$ cat src/rtl/tff_ctrl_pkg.sv
// Shared definitions for the toggle-flop counter controller: FSM state
// encoding, default counter width and the up/down toggle-vector helper.
// Optional feature macro used by the controller: TFF_CTRL_STEP_EN.
package tff_ctrl_pkg;

  // Default number of toggle flops in the bank.
  localparam int DEFAULT_WIDTH = 4;

  // Widest bank the controller supports; the helper below works at this
  // width and callers truncate to their own WIDTH.
  localparam int MAX_WIDTH = 16;

  // Width of the FSM state encoding.
  localparam int STATE_W = 2;

  typedef enum logic [STATE_W-1:0] {
    ST_IDLE = 2'd0,
    ST_RUN  = 2'd1,
    ST_LOAD = 2'd2,
    ST_DONE = 2'd3
  } state_t;

  // Toggle vector that advances a binary count by one step.
  // Bit 0 always toggles; bit i toggles when every lower bit is 1 (up)
  // or every lower bit is 0 (down). Natural modulo wrap falls out of this.
  function automatic logic [MAX_WIDTH-1:0] calc_toggle(
    input logic [MAX_WIDTH-1:0] q,
    input logic                 dir
  );
    logic [MAX_WIDTH-1:0] t;
    logic                 carry;
    t     = '0;
    carry = 1'b1;
    for (int i = 0; i < MAX_WIDTH; i++) begin
      t[i]  = carry;
      carry = carry & (dir ? q[i] : ~q[i]);
    end
    return t;
  endfunction

endpackage : tff_ctrl_pkg

$ cat src/rtl/tff_counter_ctrl_bit_cell.sv
// Single toggle flip-flop: inverts its state on a rising clock edge when
// t is high, clears asynchronously on rst.
module tff_bit_cell (
  input  logic clk,
  input  logic rst,
  input  logic t,
  output logic q
);

  logic r_q;

  // Toggle storage with asynchronous clear.
  always_ff @(posedge clk or posedge rst) begin
    // NOTE: flops are written with <= so every cell samples the toggle
    // vector computed from the pre-edge state, never a partially updated one.
    if (rst) begin
      r_q <= 1'b0;
    end else if (t) begin
      r_q <= ~r_q;
    end
  end

  assign q = r_q;

endmodule : tff_bit_cell

$ cat src/rtl/tff_counter_ctrl.sv
// Toggle-flop counter controller. Drives a bank of WIDTH toggle flops so
// they act as a loadable up/down counter that can halt or wrap at a
// terminal value. The toggle vector is combinational from the current
// state, flop contents and control inputs; the bank is built from
// tff_bit_cell instances.
// Optional feature macro: TFF_CTRL_STEP_EN (adds a single-step input that
// counts once from IDLE/DONE without changing state).
module tff_counter_ctrl
  import tff_ctrl_pkg::*;
#(
  parameter int WIDTH = DEFAULT_WIDTH
) (
  input  logic             clk,
  input  logic             rst,
  input  logic             start,
  input  logic             stop,
  input  logic             dir,
  input  logic             wrap_en,
  input  logic [WIDTH-1:0] term_value,
  input  logic             load_valid,
  input  logic [WIDTH-1:0] load_value,
`ifdef TFF_CTRL_STEP_EN
  input  logic             step,
`endif
  output logic             load_ready,
  output logic [WIDTH-1:0] toggle_vec,
  output logic [WIDTH-1:0] q,
  output logic             busy,
  output logic             tc_pulse
);

  state_t           r_state;
  state_t           w_next_state;
  logic [WIDTH-1:0] r_load_val;
  logic             r_tc;

  logic [WIDTH-1:0] w_q;
  logic [WIDTH-1:0] w_toggle;
  logic [WIDTH-1:0] w_count_toggle;
  logic             w_capture;
  logic             w_at_term;
  logic             w_step;

  // One-step count toggles for the current direction.
  assign w_count_toggle = WIDTH'(calc_toggle(MAX_WIDTH'(w_q), dir));
  assign w_at_term      = (w_q == term_value);

`ifdef TFF_CTRL_STEP_EN
  assign w_step = step;
`else
  assign w_step = 1'b0;
`endif

  // FSM state register.
  always_ff @(posedge clk or posedge rst) begin
    if (rst) begin
      r_state <= ST_IDLE;
    end else begin
      r_state <= w_next_state;
    end
  end

  // Load capture register; holds the target value for the LOAD cycle.
  always_ff @(posedge clk or posedge rst) begin
    // NOTE: this holding register is cleared on reset so a load accepted
    // before an aborting reset can never reappear afterwards.
    if (rst) begin
      r_load_val <= '0;
    end else if (w_capture) begin
      r_load_val <= load_value;
    end
  end

  // Terminal-count pulse: high for the cycle after RUN sees q == term_value.
  always_ff @(posedge clk or posedge rst) begin
    if (rst) begin
      r_tc <= 1'b0;
    end else begin
      r_tc <= (r_state == ST_RUN) && !stop && w_at_term;
    end
  end

  // Next-state and toggle-vector decode.
  always_comb begin
    // NOTE: every output of this block gets a default first, so no path
    // through the case can leave a value unassigned and infer a latch.
    w_next_state = r_state;
    w_toggle     = '0;
    w_capture    = 1'b0;

    case (r_state)
      ST_IDLE: begin
        if (load_valid) begin
          w_capture    = 1'b1;
          w_next_state = ST_LOAD;
        end else if (start) begin
          w_next_state = ST_RUN;
        end else if (w_step) begin
          w_toggle = w_count_toggle;
        end
      end

      ST_RUN: begin
        if (stop) begin
          w_next_state = ST_IDLE;
        end else if (w_at_term && !wrap_en) begin
          w_next_state = ST_DONE;
        end else begin
          w_toggle = w_count_toggle;
        end
      end

      ST_LOAD: begin
        // Flip exactly the bits that differ from the captured target.
        w_toggle     = w_q ^ r_load_val;
        w_next_state = ST_IDLE;
      end

      ST_DONE: begin
        if (load_valid) begin
          w_capture    = 1'b1;
          w_next_state = ST_LOAD;
        end else if (start) begin
          w_next_state = ST_RUN;
        end else begin
          if (stop) begin
            w_next_state = ST_IDLE;
          end
          if (w_step) begin
            w_toggle = w_count_toggle;
          end
        end
      end

      default: begin
        w_next_state = ST_IDLE;
      end
    endcase
  end

  // Toggle flop bank, one cell per counter bit.
  for (genvar i = 0; i < WIDTH; i++) begin : g_cell
    tff_bit_cell u_cell (
      .clk (clk),
      .rst (rst),
      .t   (w_toggle[i]),
      .q   (w_q[i])
    );
  end

  assign q          = w_q;
  assign toggle_vec = w_toggle;
  assign tc_pulse   = r_tc;
  assign busy       = (r_state == ST_RUN) || (r_state == ST_LOAD);
  assign load_ready = (r_state == ST_IDLE) || (r_state == ST_DONE);

endmodule : tff_counter_ctrl

$ cat config.mk
export PLATFORM = sky130hd
export DESIGN_NAME = tff_counter_ctrl
export DESIGN_NICKNAME = d
export VERILOG_FILES = /design/src/rtl/tff_ctrl_pkg.sv /design/src/rtl/tff_counter_ctrl_bit_cell.sv /design/src/rtl/tff_counter_ctrl.sv
export SDC_FILE = /design/constraint.sdc
export NUM_CORES = 1
export LEC_CHECK = 0
export ABC_AREA = 0
export CORE_ASPECT_RATIO = 0.7
export CORE_MARGIN = 2
export CORE_UTILIZATION = 50
export CTS_BUF_LIST = sky130_fd_sc_hd__clkbuf_4 sky130_fd_sc_hd__clkbuf_8
export DETAILED_ROUTE_END_ITERATION = 6
export PLACE_DENSITY = 0.9
export SLEW_MARGIN = 30
export SYNTH_ARGS = -nofsm -noshare
export SYNTH_HDL_FRONTEND = slang
export SYNTH_SLANG_ARGS = --single-unit
$ cat constraint.sdc
create_clock -name clk -period 2.4 [get_ports clk]
set_input_delay 0.48 -clock clk [delete_from_list [all_inputs] [get_ports clk]]
set_output_delay 0.48 -clock clk [all_outputs]
set_load 0.01 [all_outputs]
Word-level counts from Yosys, hierarchy flattened
Index checks and enable logic that the tools add are counted.
- register bits: 11
- input port bits: 15
- word-level logic and storage cells: 47
- output and inout bits: 11
- mux-type cells: 16
- eq/ne operators: 7
- bitwise gates (word level): 7
- reduce and logical (&&, ||, !) cells: 10
- operator list (cell ; number):
    2-bit two-way mux ; 7
    4-bit one-hot mux with 3 select lines ; 1
    4-bit two-way mux ; 2
    2-bit one-hot mux with 4 select lines ; 1
    1-bit two-way mux ; 5
    2-bit equality test, second input constant ; 2
    4-bit equality test ; 1
    4-bit inequality test, second input constant ; 1
    1-bit inverter ; 4
    4-bit XOR ; 1
    1-bit logical AND ; 3
    3-bit by 2-bit inequality test with 1-bit output, second input constant ; 1
    3-bit inequality test, second input constant ; 1
    3-bit AND reduction ; 1
    1-bit bitwise AND ; 2
    2-bit by 1-bit equality test with 1-bit output, second input constant ; 1
    1-bit logical NOT ; 2
    2-bit logical NOT ; 1
    1-bit logical OR ; 2
    2-bit OR reduction ; 1

Logic depth before layout (Yosys ltp)
Gate-level depths: netlist of the first run.
- depth after elaboration: 7
- gate-level depth with buffers: 7
- gate-level depth less buffers: 6

Modules after synthesis
A second synthesis of the first run with hierarchy kept.
- cell total of the unflattened synthesis: 77
- area total of the unflattened synthesis: 768.2 um^2
- by module, submodules not included (module ; times used ; cells each ; sequential area each (um^2) ; area an instance (um^2)):
    tff_counter_ctrl ; 1 ; 65 ; 175.2 ; 618.1
    tff_bit_cell ; 4 ; 3 ; 25.0 ; 37.5

Worst setup path after synthesis of the first run
Ideal clock, no wire load.
- path type: flip-flop to output port
- from: register g_cell[2].u_cell.r_q
- to: output toggle_vec[2]
- slack: 548 ps
- required time: 1920 ps
- data arrival time: 1372 ps
- path buffers: 3
- stages on the path, launching flop included: 8
- path through: dfrtp_1 buf_6 xnor2_2 nand4_2 buf_6 nor2_1 o32ai_1 buf_4
- longest elaborated chain between the ends: 5
- elaborated cells between the ends (all ways): 6
- classes of those cells: eq/ne: 1; mux: 3; bitwise: 1; reduce/logical: 1
- ends and longest elaborated chain (item ; RTL line ; RTL):
    start, declared ; tff_counter_ctrl_bit_cell.sv:10 ; logic r_q;
    start signal, assigned ; tff_counter_ctrl_bit_cell.sv:19 ; r_q <= ~r_q;
    4-bit equality test ; tff_counter_ctrl.sv:46 ; assign w_at_term = (w_q == term_value);
    1-bit logical AND ; tff_counter_ctrl.sv:106 ; end else if (w_at_term && !wrap_en) begin
    4-bit two-way mux ; tff_counter_ctrl.sv:106 ;
    4-bit two-way mux ; tff_counter_ctrl.sv:104 ; if (stop) begin
    4-bit one-hot mux with 3 select lines (*) ; tff_counter_ctrl.sv:91 ; case (r_state)
    end, declared ; tff_counter_ctrl.sv:26 ; output logic [WIDTH-1:0] toggle_vec,
Mark *: on every way between the ends. The rest lies on a longest branch, timed or not.

Final worst setup path of the first run
- from: input term_value[2]
- to: output toggle_vec[0]
- longest elaborated chain between the ends: 5
- ends and longest elaborated chain (item ; RTL line ; RTL):
    start, declared ; tff_counter_ctrl.sv:19 ; input logic [WIDTH-1:0] term_value,
    4-bit equality test ; tff_counter_ctrl.sv:46 ;
    1-bit logical AND ; tff_counter_ctrl.sv:106 ;
    4-bit two-way mux ; tff_counter_ctrl.sv:106 ;
    4-bit two-way mux ; tff_counter_ctrl.sv:104 ;
    4-bit one-hot mux with 3 select lines ; tff_counter_ctrl.sv:91 ;
No other way between the ends.

==> results of run 1 <==
[layout make-up]
class	count	share of cell area, %
well taps	22	2.01
clock inverters	1	0.366
repair buffers	43	27.2
multi-input cells	78	46.2
inverters	9	2.47
flip-flops and latches	11	20.1
clock buffers	3	1.65
[worst max path at each step]
| stage | start | to |
|---|---|---|
| 6_report | term_value[2] | toggle_vec[0] |
| 5_1_grt | dir | toggle_vec[1] |
| 3_5_place_dp | term_value[2] | toggle_vec[2] |
| 2_1_floorplan | g_cell[2].u_cell.q | toggle_vec[2] |
| 4_1_cts | term_value[2] | toggle_vec[2] |
| 3_3_place_gp | term_value[2] | toggle_vec[3] |
[worst register-to-register path, delay by kind of cell (launching register included)]
kind                     cells  cell delay (ns)
buffers and inverters        2             0.23
AO/OA/AOI/OAI                1             0.20
AND/OR/NAND/NOR              3             0.87
flip-flops                   1             0.39
adder cells (fa/ha/maj)      1             0.21
[stage by stage]
step	cells	area, µm²
final	167	1370
after floorplan	112	1010
after global placement	163	1320
after CTS	167	1360
after global routing	167	1370
after detailed placement	163	1320
[sequential cells by signal (all words and copies together), names as in the netlist]
register,count
r_state,2
g_cell.u_cell.q,4
r_load_val,4
tc_pulse,1
[cell usage after synthesis, drive strengths merged (2+ instances only)]
cell type   n  area, µm²
nor4        3       18.8
nand4       2       18.8
or3b        2       20.0
o22ai       4       25.0
a21oi       7       35.0
nor2        6       22.5
mux2        4       45.0
nand4b      2       17.5
dfrtp      11        275
xnor2       9       93.8
nor3        2       10.0
nor2b       4       25.0
nand2       5       18.8
clkbuf      2       7.51
inv         9       33.8
ha          5       62.6
buf        12       92.6
[power by group]
| part | total (W) | leakage (nW) | switching (W) | internal [W] |
|---|---|---|---|---|
| clock | 0.000139 | 0.0177 | 0.0000770 | 0.0000619 |
| combinational | 0.00109 | 0.435 | 0.000489 | 0.000596 |
| sequential | 0.000420 | 0.134 | 0.000149 | 0.000271 |
| total | 0.00164 | 0.586 | 0.000715 | 0.000929 |
[logic make-up after synthesis]
| logic type | after synthesis |
|---|---|
| xor+xnor | 9 |
| flops | 11 |
| simple gates | 35 |
| fa+ha+maj | 5 |
| buf+inv | 23 |
| mux | 4 |
| compound gates | 25 |
[layer usage]
layer | routed length, µm | vias up
met3 | 297 | 18
met1 | 1100 | 474
met5 | 0 | -
li1 | - | 465
met4 | 81 | 0
met2 | 1230 | 71
[what timing repair did]
item                       CTS  global route
pin swaps                    1             1
setup endpoints to repair    4             3
resized for setup            8             7
==> out/results.ini, run 1 <==
[clocking]
path_clk_slew_ns=0.09
cts_tree=built
cts.sinks=11
cts_max_path_buffers=2
postCtsSetupBuffers=0
cts_max_level=1
cts_buffers=3
clockRootBuffer=clkbuf_4
clk_latency_ns=0.28
ctsHoldBuffers=0

[power]
power_density_nw_per_um2=1200
p_leak_nw=0.586
vdd_drop_max_v=0.000781
fin_total_pwr_w=0.00164

[floorplanning]
start_util_pct=53.8
die_y_um=41.6
io_pins=26
dieArea_um2=2400
coreArea_um2=1870
dieWidth_um=57.6
rows=13

[synth]
syn-instance-count=112
ys.flop_type=dfrtp_1
netlist_area_um2=1010
synth_xor_area_share_pct=9.32
synthAdderAreaFrac_pct=6.21
synth_area_per_cell_um2=8.99
async_reset_ff_share_pct=100
yosys.cell_types.count=45
yosys_register_bits=11
synth-edff-count=0
synth-simple-area-share_pct=21.5
yosysSeqAreaShare_pct=27.3
synth-compound-area-share_pct=17.9
yosys_warnings=0
synth_top_family_by_area=simple AND/OR/NAND/NOR gates
syn-num-nets=132
synthMuxAreaShare_pct=4.47

[run]
maxCapViolations=0

[setup_path]
path_buf_inv=2
r2r_slack_ns=0.38
reg2reg_from=r_state[0]
path_cells=clkdlybuf4s50_1, xnor2_2, nand4_2, nor2_4, o22ai_1, dlygate4sd2_1
path_max_fanout=4
cp.depth=6
r2r.worst_path.cells=7
path_delay_family=buffers and inverters
endpoint_kind=output pin
critPathRequiredTime_ns=1.92
worstSetupPathType=in -> out
worst_r2r_endpoint=g_cell[1].u_cell.q
start_kind=input pin
slowest_delay_ns=0.51
crit_slowest_cell=clkdlybuf4s50_1
worstPathArrival_ns=1.83

[routing]
drt_iter0_markers=85
wl_per_cell_um=16.2
first_pass_iters=5
ant_nets=0
wl_mm=2.71
drt-vias-per-instance=6.16
drc_errors=0
vias=1028

[sta]
skew_ns=0.00610
max_freq_mhz=433
maxSlewHeadroom_pct=69.3
setup_tns_ns=0
finalHoldViolCount=0
min_period_ns=2.31
holdWs_ns=0.493
fin_crit_sh_pct=96.3
worst_slew_pin_slew_ns=0.460
drv_slew=0
setup_viol=0
setup_ws_ns=0.0899

[grt]
busiest_layer=met2
grt_max_degree=13
grt_pass1_vias=950
use_met3_pct=8.41
grt_pass1_wl_mm=4.49
grt.total_usage_pct=24.6
met1_usage_pct=33.6
antenna_found_initial=0
gr-usage-met2_pct=37.0
grt_overflow=0

[finish]
mostFrequentLayoutCell=clkdlybuf4s50_1
layout_common_cells=21 x clkdlybuf4s50_1, 18 x buf_4, 11 x dfrtp_1
regArea_um2=275
nets=166
final_core_util_pct=73.2
area_delta_synth_final_pct=35.9
n_antenna_cell=0
multiInputGateArea_um2=632
n_fill_cell=148
drive_gt1_share_pct=26.9

[placement]
port_buffers=25
gp_congestion=0.894
hpwlAfterDp_mm=2.05
preCtsSetupSlack_ns=-0.256

[hold_path]
hp-class=in -> async

[run_status]
run_status=finished clean

(Power assumes the default switching activity.)
==> run 2: changes to the inputs <==
--- a/config.mk
+++ b/config.mk
@@ -12,6 +12,7 @@
 export CTS_BUF_LIST = sky130_fd_sc_hd__clkbuf_4 sky130_fd_sc_hd__clkbuf_8
 export DETAILED_ROUTE_END_ITERATION = 6
 export PLACE_DENSITY = 0.9
+export REMOVE_ABC_BUFFERS = 1
 export SLEW_MARGIN = 30
 export SYNTH_ARGS = -nofsm -noshare
 export SYNTH_HDL_FRONTEND = slang
==> run 2 against run 1 <==
Net effect:
- worst hold slack worse by 0.0031 ns
- wire length decreased by 5.2%
- clock power is 3% lower
- via count is 7.2% lower
- largest power group unchanged
==> out/results.ini, run 2 (same netlist as run 1, synthesis figures left out) <==
[finish]
nets=158  ; -4.8%
drive_gt1_share_pct=22.6  ; -4.3 points
n_antenna_cell=0  ; unchanged
mostFrequentLayoutCell=clkdlybuf4s50_1
instances_no_fill=159  ; -4.8%
final_core_util_pct=71.0  ; -2.2 points
layout_common_cells=21 x clkdlybuf4s50_1, 11 x dfrtp_1, 10 x buf_4
area_delta_synth_final_pct=31.8

[power]
p_switching_w=0.000695  ; -2.7%
clkPwrFrac_pct=8.5  ; about the same
power.share.sequential_pct=26.0  ; +0.5 points
p_leak_nw=0.552  ; -5.9%
p_int_w=0.000891  ; -4.1%
power_frac_comb_pct=65.5  ; -0.5 points
vdd_drop_max_v=0.000715  ; -8.6%
switching_share_pct=43.8  ; +0.36 points
power_density_nw_per_um2=1190  ; -0.52%

[floorplanning]
io_pins=26  ; unchanged
coreArea_um2=1870  ; unchanged
rows=13  ; unchanged
dieArea_um2=2400  ; unchanged
die_y_um=41.6  ; unchanged
start_util_pct=53.8  ; unchanged
dieWidth_um=57.6  ; unchanged

[routing]
drt-vias-per-instance=6.00  ; -2.5%
wl_mm=2.57  ; -5.2%
first_pass_iters=4  ; -1
ant_nets=0  ; unchanged
wl_per_cell_um=16.2  ; -0.43%
drt_iter0_markers=49  ; -42%
drc_errors=0  ; unchanged
vias=954  ; -7.2%

[sta]
fin_crit_sh_pct=96.9  ; +0.64 points
setup_ws_ns=0.0747  ; -0.0152 ns
drv_slew=0  ; unchanged
maxSlewHeadroom_pct=70.3  ; +1.0 points
worst_slew_pin_slew_ns=0.445  ; -0.0156 ns
setup_viol=0  ; unchanged
skew_ns=0.00755  ; +0.00144 ns
holdWs_ns=0.490  ; -0.00313 ns
max_freq_mhz=430  ; -0.66%
finalHoldViolCount=0  ; unchanged
setup_tns_ns=0  ; unchanged
min_period_ns=2.33  ; +0.0152 ns

[clocking]
clockRootBuffer=clkbuf_4
path_clk_slew_ns=0.08  ; about the same
cts_max_level=1  ; unchanged
cts_max_path_buffers=2  ; unchanged
postCtsSetupBuffers=0  ; unchanged
clk_latency_ns=0.28  ; about the same
cts.sinks=11  ; unchanged
cts_buffers=3  ; unchanged
cts_tree=built
ctsHoldBuffers=0  ; unchanged

[setup_path]
path_buf_inv=2  ; unchanged
start_kind=input pin
critPathRequiredTime_ns=1.92  ; about the same
reg2reg_from=r_state[0]
endpoint_kind=output pin
worstPathArrival_ns=1.85  ; +0.02 ns
path_cells=clkdlybuf4s50_1, and2_4, a31o_1, nand2_1, o22ai_1, clkdlybuf4s15_1
path_max_fanout=4  ; unchanged
cp-startpoint=dir
slowest_delay_ns=0.54  ; +0.03 ns
r2r.worst_path.cells=6  ; -1
r2r_slack_ns=0.50  ; +0.12 ns
path_delay_family=buffers and inverters
worstSetupPathType=in -> out
crit_slowest_cell=clkdlybuf4s50_1
cp.depth=6  ; unchanged

[placement]
gp_congestion=0.927  ; +3.7%
dp.cells=155  ; -4.9%
port_buffers=25  ; unchanged
hpwlAfterDp_mm=1.97  ; -4.0%
preCtsSetupSlack_ns=-0.246  ; +0.0100 ns

[run]
maxCapViolations=0  ; unchanged

[run_status]
run_status=finished clean

[grt]
grt_pass1_vias=875  ; -7.9%
grt_max_degree=13  ; unchanged
antenna_found_initial=0  ; unchanged
grt.total_usage_pct=23.0  ; -1.6 points
grt_pass1_wl_mm=4.15  ; -7.5%
grt_overflow=0  ; unchanged

[hold_path]
hp-class=in -> async

[run 2: changes by cell type in the layout (fill, tap and decap cells not counted), sizes merged]
cell,before,now
clkbuf,5,3
buf,18,10
dlygate4sd2,2,3
clkdlybuf4s15,0,1
[run 2: area by class of cell]
cell class                      count  area, µm²
Fill cell                         147        543
Multi-Input combinational cell     78        642
Clock inverter                      1       5.00
Clock buffer                        3       22.5
Inverter                            9       33.8
Tap cell                           22       27.5
Sequential cell                    11        275
Timing Repair Buffer               35        322
[run 2: what timing repair did]
action / 4_1_cts / 5_1_grt
resized for setup: 8 / 7
gates cloned: 0 / 0
setup endpoints to repair: 4 / 4
[run 2: power by group through the flow]
stage / sequential [W] / clock, W / combinational [W]
3_5_place_dp: 0.000408 / 0 / 0.00101
2_1_floorplan: 0.000403 / 0 / 0.000588
3_3_place_gp: 0.000400 / 0 / 0.000969
6_report: 0.000413 / 0.000135 / 0.00104
4_1_cts: 0.000405 / 0.000138 / 0.000995
5_1_grt: 0.000430 / 0.000150 / 0.00113
[run 2: routing by layer]
| metal | wire length (µm) | vias to the layer above | GRT usage, % |
|---|---|---|---|
| li1 | - | 447 | - |
| met5 | 0 | - | 0 |
| met1 | 1060 | 430 | 28.9 |
| met3 | 289 | 6 | 9.03 |
| met2 | 1180 | 71 | 35.5 |
| met4 | 40 | 0 | 8.84 |
[run 2: stage by stage]
stage	total power (W)	cell area (µm²)
after floorplan	0.000991	907
after global placement	0.00137	1260
after detailed placement	0.00142	1260
after CTS	0.00154	1290
after global routing	0.00171	1330
final	0.00159	1330
[run 2: path summary, 6_finish.rpt]
check / end
max: toggle_vec[3]
min: g_cell[3].u_cell.q
max reg2reg: g_cell[1].u_cell.q
min reg2reg: r_load_val[3]
max in group asynchronous: r_state[0]
min in group clk: r_load_val[3]
